[src/rtl/demux_1nto4n_buf_pkg.sv]
// Shared lane count, lane-select encoding and select decode for the 1:4 result demux.
// Optional broadcast mode is enabled by defining DEMUX_BROADCAST_EN.
package demux_pkg;

    localparam int NUM_LANES = 4;

    typedef enum logic [1:0] {
        LANE0 = 2'd0,
        LANE1 = 2'd1,
        LANE2 = 2'd2,
        LANE3 = 2'd3
    } lane_sel_t;

    function automatic logic [NUM_LANES-1:0] lane_onehot(input lane_sel_t sel);
        logic [NUM_LANES-1:0] oh;
        oh = '0;
        oh[sel] = 1'b1;
        return oh;
    endfunction

endpackage

[src/rtl/demux_1nto4n_buf_if.sv]
// Producer/consumer bundle of the 1:4 demux: one handshaked input word, four handshaked lanes.
// The bc signal exists only when DEMUX_BROADCAST_EN is defined.
interface demux_1nto4n_buf_if #(
    parameter int N = 32
);
    logic [N-1:0] I;
    logic [1:0]   S;
    logic         en;
    logic         in_valid;
    logic         in_ready;
`ifdef DEMUX_BROADCAST_EN
    logic         bc;
`endif
    logic [N-1:0] O0, O1, O2, O3;
    logic         valid0, valid1, valid2, valid3;
    logic         ready0, ready1, ready2, ready3;

    // Driven by the producer and the four consumers
    modport master (
        output I, S, en, in_valid,
`ifdef DEMUX_BROADCAST_EN
        output bc,
`endif
        output ready0, ready1, ready2, ready3,
        input  in_ready,
        input  O0, O1, O2, O3,
        input  valid0, valid1, valid2, valid3
    );

    modport slave (
        input  I, S, en, in_valid,
`ifdef DEMUX_BROADCAST_EN
        input  bc,
`endif
        input  ready0, ready1, ready2, ready3,
        output in_ready,
        output O0, O1, O2, O3,
        output valid0, valid1, valid2, valid3
    );

endinterface

[src/rtl/demux_1nto4n_buf_lane_buf.sv]
// One-entry lane holding buffer: loads on load, empties when the consumer takes the word.
// Output reads zero whenever the slot is empty.
module demux_lane_buf #(
    parameter int N = 32
) (
    input  logic         clk,
    input  logic         rst,
    input  logic         load,
    input  logic         drain,
    input  logic [N-1:0] d,
    output logic [N-1:0] q,
    output logic         valid,
    output logic         free
);

    logic [N-1:0] data_p1;
    logic         vld_p1;

    // A word leaving this edge frees the slot for a word arriving at the same edge
    assign free  = !vld_p1 || drain;
    assign valid = vld_p1;
    assign q     = vld_p1 ? data_p1 : '0;

    // Stage p1: lane holding register
    always_ff @(posedge clk or negedge rst) begin
        if (!rst) begin
            data_p1 <= '0;
            vld_p1  <= 1'b0;
        end else if (load) begin
            data_p1 <= d;
            vld_p1  <= 1'b1;
        end else if (drain && vld_p1) begin
            data_p1 <= '0;
            vld_p1  <= 1'b0;
        end
    end

endmodule

[src/rtl/demux_1nto4n_buf.sv]
// Registered 1:4 demultiplexer with valid/ready handshake and a one-entry buffer per lane.
// Defining DEMUX_BROADCAST_EN adds bc, which loads the input word into all four lanes at once.
module demux_1nto4n_buf
    import demux_pkg::*;
#(
    parameter int N = 32
) (
    input logic              clk,
    input logic              rst,
    demux_1nto4n_buf_if.slave bus
);

    logic [NUM_LANES-1:0] lane_free;
    logic [NUM_LANES-1:0] lane_vld;
    logic [NUM_LANES-1:0] lane_rdy;
    logic [NUM_LANES-1:0] sel_oh;
    logic [NUM_LANES-1:0] lane_load;
    logic [N-1:0]         lane_q [NUM_LANES];
    logic                 bc_mode;
    logic                 in_ready_c;
    logic                 accept;

`ifdef DEMUX_BROADCAST_EN
    assign bc_mode = bus.bc;
`else
    assign bc_mode = 1'b0;
`endif

    assign lane_rdy = {bus.ready3, bus.ready2, bus.ready1, bus.ready0};

    // Broadcast needs every lane free; unicast only the selected one.
    // Held low through reset so nothing is taken while the buffers are being cleared.
    always_comb begin
        sel_oh     = lane_onehot(lane_sel_t'(bus.S));
        in_ready_c = 1'b0;
        if (rst && bus.en) begin
            if (bc_mode) begin
                in_ready_c = &lane_free;
            end else begin
                in_ready_c = |(lane_free & sel_oh);
            end
        end
        accept    = bus.in_valid && in_ready_c;
        lane_load = '0;
        if (accept) begin
            lane_load = bc_mode ? '1 : sel_oh;
        end
    end

    assign bus.in_ready = in_ready_c;

    for (genvar k = 0; k < NUM_LANES; k++) begin : g_lane
        demux_lane_buf #(
            .N(N)
        ) u_lane (
            .clk  (clk),
            .rst  (rst),
            .load (lane_load[k]),
            .drain(lane_rdy[k]),
            .d    (bus.I),
            .q    (lane_q[k]),
            .valid(lane_vld[k]),
            .free (lane_free[k])
        );
    end

    assign bus.O0     = lane_q[0];
    assign bus.O1     = lane_q[1];
    assign bus.O2     = lane_q[2];
    assign bus.O3     = lane_q[3];
    assign bus.valid0 = lane_vld[0];
    assign bus.valid1 = lane_vld[1];
    assign bus.valid2 = lane_vld[2];
    assign bus.valid3 = lane_vld[3];

endmodule

[src/flat_wrapper.sv]
// flat-port wrapper written by rule: the top's interface ports become plain ports
module demux_1nto4n_buf_flat import demux_pkg::*;
#(
    parameter int N = 32
)
  (clk, rst, bus_I, bus_S, bus_en, bus_in_valid, bus_ready0, bus_ready1, bus_ready2, bus_ready3, bus_in_ready, bus_O0, bus_O1, bus_O2, bus_O3, bus_valid0, bus_valid1, bus_valid2, bus_valid3);
  demux_1nto4n_buf_if #(.N(N)) bus_i ();
  input logic clk;
  input logic rst;
  input wire logic [$bits(bus_i.I)-1:0] bus_I;
  input wire logic [$bits(bus_i.S)-1:0] bus_S;
  input wire logic [$bits(bus_i.en)-1:0] bus_en;
  input wire logic [$bits(bus_i.in_valid)-1:0] bus_in_valid;
  input wire logic [$bits(bus_i.ready0)-1:0] bus_ready0;
  input wire logic [$bits(bus_i.ready1)-1:0] bus_ready1;
  input wire logic [$bits(bus_i.ready2)-1:0] bus_ready2;
  input wire logic [$bits(bus_i.ready3)-1:0] bus_ready3;
  output wire logic [$bits(bus_i.in_ready)-1:0] bus_in_ready;
  output wire logic [$bits(bus_i.O0)-1:0] bus_O0;
  output wire logic [$bits(bus_i.O1)-1:0] bus_O1;
  output wire logic [$bits(bus_i.O2)-1:0] bus_O2;
  output wire logic [$bits(bus_i.O3)-1:0] bus_O3;
  output wire logic [$bits(bus_i.valid0)-1:0] bus_valid0;
  output wire logic [$bits(bus_i.valid1)-1:0] bus_valid1;
  output wire logic [$bits(bus_i.valid2)-1:0] bus_valid2;
  output wire logic [$bits(bus_i.valid3)-1:0] bus_valid3;
  assign bus_i.I = bus_I;
  assign bus_i.S = bus_S;
  assign bus_i.en = bus_en;
  assign bus_i.in_valid = bus_in_valid;
  assign bus_i.ready0 = bus_ready0;
  assign bus_i.ready1 = bus_ready1;
  assign bus_i.ready2 = bus_ready2;
  assign bus_i.ready3 = bus_ready3;
  assign bus_in_ready = bus_i.in_ready;
  assign bus_O0 = bus_i.O0;
  assign bus_O1 = bus_i.O1;
  assign bus_O2 = bus_i.O2;
  assign bus_O3 = bus_i.O3;
  assign bus_valid0 = bus_i.valid0;
  assign bus_valid1 = bus_i.valid1;
  assign bus_valid2 = bus_i.valid2;
  assign bus_valid3 = bus_i.valid3;
  demux_1nto4n_buf #(.N(N)) u_core (.clk(clk), .rst(rst), .bus(bus_i));
endmodule
[config.mk]
export PLATFORM = sky130hd
export DESIGN_NAME = demux_1nto4n_buf_flat
export DESIGN_NICKNAME = d
export VERILOG_FILES = /design/src/rtl/demux_1nto4n_buf_pkg.sv /design/src/rtl/demux_1nto4n_buf_if.sv /design/src/rtl/demux_1nto4n_buf_lane_buf.sv /design/src/rtl/demux_1nto4n_buf.sv /design/src/flat_wrapper.sv
export SDC_FILE = /design/constraint.sdc
export NUM_CORES = 1
export LEC_CHECK = 0
export BUFFER_PORTS_ARGS = -buffer_cell sky130_fd_sc_hd__buf_4
export CORE_ASPECT_RATIO = 0.6
export CORE_MARGIN = 2
export CORE_UTILIZATION = 56
export DETAILED_ROUTE_END_ITERATION = 12
export PLACE_DENSITY = 0.83
export SYNTH_ARGS = -nofsm -noshare
export SYNTH_HDL_FRONTEND = slang
export SYNTH_SLANG_ARGS = --single-unit
export TNS_END_PERCENT = 50
[constraint.sdc]
create_clock -name clk -period 1.9 [get_ports clk]
set_input_delay 0.19 -clock clk [delete_from_list [all_inputs] [get_ports clk]]
set_output_delay 0.19 -clock clk [all_outputs]
set_load 0.01 [all_outputs]
After elaboration in Yosys (flattened, before gate mapping)
Index checks and enable logic that the tools add are counted.
{ "totals": {"ff_bits": 132, "input_bits": 42, "elab_cells": 55} }
{ "op_classes": {"magnitude_cmp": 2, "muxes": 24, "n_bitwise": 1, "n_reduce_logical": 20} }
{ "ops": {"columns": ["cell", "n"], "rows": [
  ["32-bit two-way mux", 12],
  ["1-bit two-way mux", 10],
  ["2-bit nonzero test", 4],
  ["1-bit logical AND", 7],
  ["4-bit AND", 1],
  ["1-bit logical NOT", 4],
  ["1-bit logical OR", 4],
  ["4-bit two-way mux", 1],
  ["4-bit OR reduction", 1],
  ["2-bit by 3-bit < comparator with 1-bit output, second input constant", 1],
  ["1-bit demux with 2-bit select", 1],
  ["2-bit by 1-bit >= comparator with 1-bit output, second input constant", 1]
]} }

Longest topological paths before layout
{ "logic_depth": {"depth_word": 10, "ltp_mapped": 6} }

By module
Synthesis repeated with hierarchy kept, for this count alone.
{ "hier_totals": {"hier_cells": 590, "area_unflattened_um2": 6558.8} }
{ "modules_own_cells": {"columns": ["module", "instances", "cells_per_inst", "area_per_inst_um2", "seq_area_each_um2"], "rows": [
  ["demux_lane_buf", 4, 145, 1621.6, 825.8],
  ["demux_1nto4n_buf", 1, 10, 72.6, 0.0]
]} }

Least setup slack after synthesis
OpenSTA, ideal clock, no wires.
{ "synth_timing": {"path_type": "register to output", "startpoint": "register u_core.g_lane[3].u_lane.vld_p1", "endpoint": "output bus_in_ready", "arrival_ps": 1302, "setup_slack_ps": 408, "stages_incl_launch_ff": 5, "cell_sequence": "dfrtp_1 nor2b_1 clkbuf_1 mux4_2 nor2_1"} }
{ "synth_between": {"elab_chain_cells": 5} }
{ "synth_rtl": {"columns": ["item", "line_no", "text"], "rows": [
  ["start, declared", "demux_1nto4n_buf_lane_buf.sv:17", "logic vld_p1;"],
  ["start signal, assigned", "demux_1nto4n_buf_lane_buf.sv:28", "vld_p1 <= 1'b0;"],
  ["start signal, assigned", "demux_1nto4n_buf_lane_buf.sv:31", "vld_p1 <= 1'b1;"],
  ["start signal, assigned", "demux_1nto4n_buf_lane_buf.sv:34", "vld_p1 <= 1'b0;"],
  ["1-bit logical NOT", "demux_1nto4n_buf_lane_buf.sv:20", "assign free = !vld_p1 || drain;"],
  ["1-bit logical OR", "demux_1nto4n_buf_lane_buf.sv:20", null],
  ["4-bit AND", "demux_1nto4n_buf.sv:40", "in_ready_c = |(lane_free & sel_oh);"],
  ["4-bit OR reduction", "demux_1nto4n_buf.sv:40", null],
  ["1-bit two-way mux", "demux_1nto4n_buf.sv:36", "if (rst && bus.en) begin"],
  ["end, declared", "flat_wrapper.sv:18", "output wire logic [$bits(bus_i.in_ready)-1:0] bus_in_ready;"]
]} }
Every way passes these cells.

Worst setup path in the final report
Ends and elaborated chain as after synthesis.

==> summary.txt <==
Layout
  • Commonest non-fill, non-tap cell in the layout: buf_4
  • Layout fillers: 697
  • Share of layout cells above drive strength 1: 33.15%
  • Antenna cells: 0
  • Commonest non-fill, non-tap cells in the layout: buf_4 (192), dfrtp_1 (132), and2_1 (128)
  • Synth-to-Final Area Change: 36.87%
  • Layout Nets: 750

Synthesis
  • Post-Syn Instances: 535
  • Seq cells post-synth: 132
  • Synth area leaders: dfrtp_1 (54%), a22o_1 (14%), and2_1 (13%)
  • Syn nets: 577
  • Avg Cell Area, Syn: 11.35 um^2
  • Yosys top cell by area: dfrtp_1
  • Ys Warns: 0
  • Post-synthesis cell type count: 26
  • Mapped Area: 6075 um^2
  • Part of the Yosys area used for sequential elements: 54.38%
  • Top cell type's share of synthesized area: 54.38%

Power
  • Switching Fraction: 23.95%
  • Pint: 6.455 mW
  • Clock share of power: 45.2%
  • Comb pwr share: 12.0%
  • Reg power frac: 42.9%
  • Peak supply drop: 0.8286 mV
  • PD cells: 1021 nW/um^2
  • Leak Pwr: 4.318 nW
  • Switch Pwr: 2.033 mW

STA
  • Relative slew slack: 41.88%
  • Final Critical Period: 1.857 ns
  • Final Worst Setup Slack: 0.04335 ns
  • Pins Over Slew Limit: 0
  • Final setup TNS: 0 ns
  • Fin crit share: 97.72%
  • Hold Vio Cnt, Final: 0
  • Final setup violation count: 0
  • Worst slew pin tran: 0.8719 ns
  • Setup Skew: 0.005287 ns
  • Upper clock frequency limit: 538.6 MHz
  • RSZ-0062 raised after global routing: yes

Run status
  • Status: complete, no violations

Detailed routing
  • Drt total wl: 18920 um
  • DR WL/cell: 22.00 um
  • Pre-antenna DRT Iters: 5
  • DRC Markers: 0
  • Initial drt markers: 484
  • Vias: 5240
  • Via-to-Cell Ratio: 6.093
  • DRT antenna net count: 0

Floorplanning
  • Die Wd: 138.5 um
  • Die area: 11720 um^2
  • Initial Util: 57.53%
  • Io pins: 175
  • Die height: 84.68 um
  • Std-Cell Rows: 29
  • Core area: 10560 um^2

Clock tree
  • CTS tree: yes
  • CTS Buf Count: 17
  • Clock Sinks: 132
  • Skew-Pair Late Insertion Delay: 0.42 ns
  • Clock buffer depth: 2
  • CTS root buf: clkbuf_16
  • Worst-path clk slew: 0.06 ns
  • H-tree levels: 4

Setup path
  • Crit path to: bus_in_ready
  • Arr. time, crit path: 1.67 ns
  • Reg2reg end: u_core.g_lane[0].u_lane.data_p1[1]
  • Worst Setup SP: u_core.g_lane[3].u_lane.valid
  • Setup Crit Path Kind: reg2out
  • Crit-path max FO: 2
  • R2r startpoint: u_core.g_lane[0].u_lane.valid
  • CP Launch Type: flop
  • Reg2Reg Depth: 5
  • Worst Setup End Kind: primary output
  • Reg2Reg Setup Slack: 0.17 ns
  • Req. time, crit path: 1.71 ns

Placement
  • Placer Congestion: 0.9463
  • PortBufs: 174
  • Placed wire-length estimate: 12480 um
  • Dpl ws: 0.2861 ns

GRT
  • Initial antenna violation count: 0
  • Vias in the first global route: 5326
  • Total global-route track usage: 33.42%
  • Total congestion overflow: 0
  • Largest net degree at the start of global routing: 66
  • Global-route wire length before repair: 29780 um

Hold path
  • Hold WC Path Type: in2reg

Flow run
  • Max-cap violations: 0
==> final cells by class <==
type	count	area (um^2)	share of cell area [%]
sequential	132	3303	39.73
timing repair buffer	199	1545	18.59
clock inverter	8	192.7	2.318
clock buffer	24	501.7	6.035
inverter	3	11.26	0.1354
tap	139	173.9	2.092
multi-input combinational	355	2586	31.11
==> repair_timing <==
action / CTS / global route
setup endpoints to repair: 0 / 6
endpoints found under the hold margin: 67 / 0
setup buffers: 0 / 3
hold buffers: 1 / 0
gates resized for setup: 0 / 3
==> critical path, cell delays in order (launching register included) <==
cell and delay [ns]:
dfrtp_1 0.40, nor2b_2 0.17, mux4_2 0.45, nor2_1 0.11
buf_4 0.13
==> stage by stage <==
step | power, mW | cell area (um^2) | instances | utilization, % | hold WS [ns]
5_1_grt | 8.798 | 8314 | 860 | 78.74 | 0.02501
6_report | 8.489 | 8314 | 860 | 78.74 | 0.03336
3_3_place_gp | 4.553 | 7580 | 824 | 71.79 | 0.2518
4_1_cts | 8.491 | 8284 | 857 | 78.46 | 0.01889
3_5_place_dp | 4.650 | 7580 | 824 | 71.79 | 0.2649
2_1_floorplan | 4.129 | 6075 | 535 | - | -0.1056
==> state kept, by name (all words and copies together), names as in the netlist <==
signal,cells
u_core.g_lane.u_lane.data_p1,128
u_core.g_lane.u_lane.valid,4
==> synth_stat cells <==
library cell	instances
o211ai_1	1
nor2_2	1
nor3_2	1
nand3_1	1
or3_1	2
buf_2	18
inv_2	1
nor3_1	1
a21o_1	1
nand2b_1	4
nor2_1	5
o21ai_1	2
a22o_1	94
nor2b_1	4
and3_1	1
a22oi_1	32
mux2i_1	33
clkbuf_1	27
dfrtp_1	132
nand2_1	7
and2_1	128
a31oi_1	2
o21ai_0	33
and4_1	1
inv_1	2
mux4_2	1
==> logic make-up after synthesis <==
family / count (synthesis) / share of synthesized area [%]
multiplexers: 34 / 5.808
AO/OA/AOI/OAI: 165 / 20.84
AND/OR/NAND/NOR: 156 / 15.63
buffers and inverters: 48 / 3.337
flip-flops: 132 / 54.38
==> power by group through the flow <==
stage / logic (mW) / clock network, mW / registers (mW)
2_1_floorplan: 0.582 / 0 / 3.55
6_report: 1.02 / 3.84 / 3.64
5_1_grt: 1.11 / 4.00 / 3.69
3_3_place_gp: 0.934 / 0 / 3.62
3_5_place_dp: 0.998 / 0 / 3.65
4_1_cts: 1.01 / 3.86 / 3.62
==> per-layer routing <==
layer	global-route usage [%]	wire length (um)	vias up
li1	-	-	2279
met1	48.04	8263	2656
met2	50.09	8717	275
met3	9.355	1662	30
met4	10.20	277	0
met5	0	0	-
==> worst min path at each step <==
| stage | start | end | slack, ns | cells after the start |
|---|---|---|---|---|
| 3_3_place_gp | rst | u_core.g_lane[0].u_lane.data_p1[9] | 0.25 | 2 |
| 5_1_grt | bus_I[21] | u_core.g_lane[0].u_lane.data_p1[21] | 0.03 | 2 |
| 4_1_cts | bus_I[21] | u_core.g_lane[2].u_lane.data_p1[21] | 0.02 | 2 |
| 3_5_place_dp | rst | u_core.g_lane[0].u_lane.data_p1[3] | 0.26 | 2 |
| 6_report | bus_I[21] | u_core.g_lane[2].u_lane.data_p1[21] | 0.03 | 2 |
| 2_1_floorplan | rst | u_core.g_lane[0].u_lane.data_p1[0] | -0.11 | 0 |
Power figures use the tool's default switching activity.
